<file path="config.mk">
export PLATFORM = sky130hd
export DESIGN_NAME = data_mem_arbiter
export DESIGN_NICKNAME = d
export VERILOG_FILES = /design/src/rtl/data_mem_arbiter.sv
export SDC_FILE = /design/constraint.sdc
export NUM_CORES = 1
export LEC_CHECK = 0
export ABC_AREA = 0
export CAP_MARGIN = 10
export CORE_MARGIN = 4
export CORE_UTILIZATION = 27
export CTS_CLUSTER_SIZE = 16
export DETAILED_ROUTE_END_ITERATION = 16
export HOLD_SLACK_MARGIN = 0.1
export PLACE_DENSITY = 0.86
export SYNTH_ARGS = -nofsm -noshare
export SYNTH_HDL_FRONTEND = slang
export SYNTH_SLANG_ARGS = --single-unit
</file>
<file path="constraint.sdc">
create_clock -name i_clk -period 2.1 [get_ports i_clk]
set_input_delay 0.21 -clock i_clk [delete_from_list [all_inputs] [get_ports i_clk]]
set_output_delay 0.21 -clock i_clk [all_outputs]
set_load 0.005 [all_outputs]
</file>
<file path="src/rtl/data_mem_arbiter.sv">
// Arbiter sharing one single-port data memory between the core load/store path and a debug/loader port.
// Optional ARB_DBG_LOCK_EN adds i_dbg_lock so the loader can hold the memory for atomic bursts.
//
// state     | meaning
// ----------+--------------------------------------------------
// S_IDLE    | no read in flight; at most one grant per cycle
// S_RD_WAIT | read in flight; r_cnt runs RD_LAT..1, no grants
module data_mem_arbiter #(
    parameter int ADDR_W = 8,
    parameter int DATA_W = 8,
    parameter int RD_LAT = 1
) (
    input  logic              i_clk,
    input  logic              i_reset,
    input  logic              i_core_req,
    input  logic              i_core_we,
    input  logic [ADDR_W-1:0] i_core_addr,
    input  logic [DATA_W-1:0] i_core_wdata,
    output logic              o_core_gnt,
    output logic              o_core_rvalid,
    output logic [DATA_W-1:0] o_core_rdata,
    output logic              o_core_stall,
    input  logic              i_dbg_req,
    input  logic              i_dbg_we,
    input  logic [ADDR_W-1:0] i_dbg_addr,
    input  logic [DATA_W-1:0] i_dbg_wdata,
    output logic              o_dbg_gnt,
    output logic              o_dbg_rvalid,
    output logic [DATA_W-1:0] o_dbg_rdata,
`ifdef ARB_DBG_LOCK_EN
    input  logic              i_dbg_lock,
`endif
    output logic [ADDR_W-1:0] o_mem_addr_in,
    output logic [DATA_W-1:0] o_mem_in,
    output logic              o_ctrl_mem_read,
    output logic              o_ctrl_mem_write,
    input  logic [DATA_W-1:0] i_mem_out
);

    localparam int   CNT_W    = (RD_LAT < 2) ? 1 : $clog2(RD_LAT + 1);
    localparam logic OWN_CORE = 1'b0;
    localparam logic OWN_DBG  = 1'b1;

    typedef enum logic {S_IDLE, S_RD_WAIT} state_t;

    state_t            r_state, w_state_nxt;
    logic [CNT_W-1:0]  r_cnt, w_cnt_nxt;
    logic              r_owner, w_owner_nxt;
    logic              r_last_owner, w_last_owner_nxt;
    logic              w_core_block;
    logic              w_core_ok;
    logic              w_grant;
    logic              w_sel;
    logic              w_we;
    logic [ADDR_W-1:0] w_addr;
    logic [DATA_W-1:0] w_wdata;

`ifdef ARB_DBG_LOCK_EN
    logic r_dbg_lock;
    logic r_lock_armed;

    // Lock engages immediately but releases one cycle after i_dbg_lock falls.
    always_ff @(posedge i_clk) begin
        if (i_reset) begin
            r_dbg_lock   <= 1'b0;
            r_lock_armed <= 1'b0;
        end else begin
            r_dbg_lock <= i_dbg_lock;
            if (o_dbg_gnt)
                r_lock_armed <= 1'b1;
            else if (o_core_gnt)
                r_lock_armed <= 1'b0;
        end
    end

    assign w_core_block = (i_dbg_lock | r_dbg_lock) & r_lock_armed;
`else
    assign w_core_block = 1'b0;
`endif

    assign w_core_ok = i_core_req & ~w_core_block;

    always_ff @(posedge i_clk) begin
        if (i_reset) begin
            r_state      <= S_IDLE;
            r_cnt        <= '0;
            r_owner      <= OWN_CORE;
            r_last_owner <= OWN_DBG;
        end else begin
            r_state      <= w_state_nxt;
            r_cnt        <= w_cnt_nxt;
            r_owner      <= w_owner_nxt;
            r_last_owner <= w_last_owner_nxt;
        end
    end

    always_comb begin
        w_state_nxt      = r_state;
        w_cnt_nxt        = r_cnt;
        w_owner_nxt      = r_owner;
        w_last_owner_nxt = r_last_owner;
        w_grant          = 1'b0;
        w_sel            = OWN_CORE;
        w_we             = 1'b0;
        w_addr           = '0;
        w_wdata          = '0;
        o_core_gnt       = 1'b0;
        o_dbg_gnt        = 1'b0;
        o_core_rvalid    = 1'b0;
        o_dbg_rvalid     = 1'b0;
        o_core_rdata     = '0;
        o_dbg_rdata      = '0;
        o_mem_addr_in    = '0;
        o_mem_in         = '0;
        o_ctrl_mem_read  = 1'b0;
        o_ctrl_mem_write = 1'b0;

        // Outputs are masked while reset is held so every output reads 0.
        if (!i_reset) begin
            case (r_state)
                S_IDLE: begin
                    if (w_core_ok && (!i_dbg_req || r_last_owner == OWN_DBG)) begin
                        w_grant    = 1'b1;
                        w_sel      = OWN_CORE;
                        w_we       = i_core_we;
                        w_addr     = i_core_addr;
                        w_wdata    = i_core_wdata;
                        o_core_gnt = 1'b1;
                    end else if (i_dbg_req) begin
                        w_grant   = 1'b1;
                        w_sel     = OWN_DBG;
                        w_we      = i_dbg_we;
                        w_addr    = i_dbg_addr;
                        w_wdata   = i_dbg_wdata;
                        o_dbg_gnt = 1'b1;
                    end
                    if (w_grant) begin
                        o_mem_addr_in    = w_addr;
                        o_ctrl_mem_write = w_we;
                        o_ctrl_mem_read  = ~w_we;
                        o_mem_in         = w_we ? w_wdata : '0;
                        w_last_owner_nxt = w_sel;
                        if (!w_we) begin
                            w_state_nxt = S_RD_WAIT;
                            w_cnt_nxt   = CNT_W'(RD_LAT);
                            w_owner_nxt = w_sel;
                        end
                    end
                end
                S_RD_WAIT: begin
                    w_cnt_nxt = r_cnt - CNT_W'(1);
                    if (r_cnt == CNT_W'(1)) begin
                        w_state_nxt = S_IDLE;
                        if (r_owner == OWN_CORE) begin
                            o_core_rvalid = 1'b1;
                            o_core_rdata  = i_mem_out;
                        end else begin
                            o_dbg_rvalid = 1'b1;
                            o_dbg_rdata  = i_mem_out;
                        end
                    end
                end
                default: w_state_nxt = S_IDLE;
            endcase
        end

        o_core_stall = i_core_req & ~o_core_gnt & ~i_reset;
    end

endmodule
</file>
==> impl_metrics.csv <==
group,metric,value,unit
run_status,status,"finished clean",
power_and_ir_drop,p_int,0.000340,W
global_routing,grt_pass1_vias,1192,
sta,worst_clock_skew,1.02,ps
detailed_routing,drc,0,
sta,finalCritPeriodShare,97.1,%
synthesis,yosys.area.top_type,"and2_1",
die,start_util,28.6,%
detailed_routing,routedWlPerCell,15.7,microns
clock_tree,cts_tree,"built",
global_routing,grt_usage,20.8,%
die,coreArea,2250,sq um
sta,tns,0,ps
setup_path,critical_path_class,"register to primary output",
global_routing,grt-ovfl-total,0,
clock_tree,clockBufferDepth,2,
layout,multiInputGateArea,561,sq um
die,row_count,17,
synthesis,synth_commonest_cells,"16 x and2_1, 11 x nor2_1, 8 x a22o_1, 8 x a31oi_1, 8 x and3_2",
synthesis,synth_warnings,0,
layout,drive_gt1_share,26.6,%
layout,seq_area,82.6,sq um
power_and_ir_drop,p_switching,0.000153,W
worst_hold_path,hold_start,"i_reset",
clock_tree,numCtsBuffers,3,
setup_path,crit_path_start,"r_last_owner",
detailed_routing,via_per_inst,5.04,
synthesis,syn_area_per_cell,7.42,sq um
setup_path,startpoint_type,"register",
job,cap_violations,0,
detailed_routing,drt_iter0_markers,20,
place,dp_hpwl,2650,microns
die,die_w,56.9,microns
synthesis,synth-main-ff-cell,"dfxtp_1",
global_routing,grt_antenna_before_repair,0,
synthesis,ys_ff_latch,4,
sta,setup_viol,0,
clock_tree,cts-root-buf,"clkbuf_4",
die,die_area,3240,sq um
clock_tree,path_clk_slew,40,ps
synthesis,synth.most_common_cell,"and2_1",
synthesis,syn_area,646,sq um
power_and_ir_drop,pwr-share-seq,19.8,%
synthesis,mappedNetlistNets,133,
synthesis,synth-async-reset-ratio,0,%
detailed_routing,first_pass_iters,4,
layout,flow.area_growth_from_synthesis,167,%
place,gp_congestion,0.803,
die,die_h,56.9,microns
layout,diodes,0,
sta,finalHoldViolCount,0,
power_and_ir_drop,sw_frac_of_total,31.0,%
setup_path,r2r_start,"r_last_owner",
synthesis,syn_inst,87,
setup_path,worstPathMaxFanout,5,
sta,fmax,0.491,GHz
power_and_ir_drop,clkPwrFrac,20.7,%
synthesis,yosysUniqueCellTypes,26,
clock_tree,cts.htree.levels,1,
die,boundaryPins,85,
power_and_ir_drop,vdd_drop_max,0.254,mV
setup_path,worst_ep_required_time,1890,ps
place,io_buffers,84,
sta,slew-limit-headroom,82.0,%
sta,tightest_slew,270,ps
synthesis,ys_seq_area_share,12.4,%
synthesis,synth_edf_count,0,
sta,rsz0062_at_grt,"false",
synthesis,yosys.area.top_type_share,15.5,%
detailed_routing,vias,1108,
sta,layout_min_cycle_time,2040,ps
power_and_ir_drop,p_leak,0.832,nW
setup_path,critPathCaptureType,"primary output",
sta,whs,422,ps
clock_tree,clk-insertion-delay-late,250,ps
clock_tree,cts_sinks,4,
detailed_routing,wl,3450,microns
setup_path,arrival,1830,ps
layout,fillCellCount,158,
global_routing,grt_start_max_net_pins,11,
detailed_routing,ant_nets,0,
layout,nNetsFinal,240,
power_and_ir_drop,comb_power_share,59.5,%
sta,drv_slew,0,
worst_hold_path,hp-class,"input port to register",
synthesis,synthTopCellsByArea,"and2_1 16%, dfxtp_1 12%, a22o_1 11%, and3_2 9.3%, a31oi_1 7.8%",
power_and_ir_drop,powerDensity,285,nW/um^2
global_routing,grt_pass1_wl,5380,microns
## registers in the layout, summed over array words and instances (netlist names)
| register | count |
|---|---|
| r_cnt | 1 |
| r_last_owner | 1 |
| r_state | 1 |
| r_owner | 1 |
## metal layers
layer  GRT usage (%)  share of wire, %  vias up
met4            7.28               1.8        0
met5               0                 0        -
met3            8.51                11       10
met2            39.2                52       66
met1            20.1                35      500
li1                -                 -      532
## final timing paths
kind | endpoint | slack, ps | cells after the start
max | o_ctrl_mem_read | 60 | 4
min | r_owner | 420 | 3
max reg2reg | r_state | 730 | 5
min reg2reg | r_cnt | 500 | 1
## layout by cell type (no fill, tap or decap)
cell	count
a22o_1	8
clkbuf_4	3
a21oi_1	1
nor2_2	2
nand2b_1	1
and2_1	16
nor3b_2	1
inv_1	2
a32oi_2	1
a211oi_1	3
nor3_1	3
and2_2	1
dfxtp_1	2
o22ai_1	1
buf_4	18
and2b_2	1
and3_2	8
dlygate4sd2_1	9
buf_2	3
nor3_4	2
nor2b_1	1
or3_4	2
nor2_1	9
dlymetal6s2s_1	6
nor3b_4	1
nand2_1	2
dfxtp_2	2
o32ai_2	1
a21bo_2	1
clkdlybuf4s50_1	68
nand2_2	1
clkdlybuf4s15_1	1
a31oi_1	8
buf_6	2
nand2b_4	1
## cells by family after synthesis
logic type / synth area share, %
and+or+nand+nor: 48.5
AOI/OAI and AO/OA: 30.4
buffers and inverters: 8.72
DFF: 12.4
## power by group through the flow
stage	combinational [W]	sequential (W)	clock, W
floorplan	0.000102	0.0000912	0
finish	0.000293	0.0000973	0.000102
global route	0.000314	0.0000982	0.000116
CTS	0.000285	0.0000958	0.0000993
detailed placement	0.000274	0.0000952	0
global placement	0.000267	0.0000948	0
## stage by stage
| stage | cell area, sq um | setup slack [ps] | util [%] | total power (W) | std cells |
|---|---|---|---|---|---|
| 6_report | 1730 | 61.8 | 76.5 | 0.000492 | 220 |
| 5_1_grt | 1730 | 1.96 | 76.5 | 0.000529 | 220 |
| 4_1_cts | 1670 | 16.3 | 73.9 | 0.000480 | 217 |
| 3_5_place_dp | 1600 | -286 | 71.0 | 0.000369 | 210 |
| 3_3_place_gp | 1600 | -132 | 71.0 | 0.000362 | 210 |
| 2_1_floorplan | 646 | 673 | - | 0.000194 | 87 |
## area by class of cell
cell class / instances / share of cell area (%)
clock buffer: 3 / 1.31
inverter: 2 / 0.435
multi-input combinational: 76 / 32.5
sequential: 4 / 4.79
tap: 28 / 2.03
timing repair buffer: 107 / 59.0
## what timing repair did
| action | CTS | global route |
|---|---|---|
| pin swaps | 3 | 3 |
| hold buffers | 0 | 0 |
| gates resized for setup | 17 | 15 |
| setup endpoints to repair | 19 | 29 |
| cloned | 1 | 3 |
| buffers inserted | 3 | 0 |
## critical path, stage by stage (launching register included)
cell,delay (ps)
dfxtp_2,350
and2b_2,250
o32ai_2,240
nor3b_2,210
clkdlybuf4s50_1,530
Power figures use the tool's default switching activity.
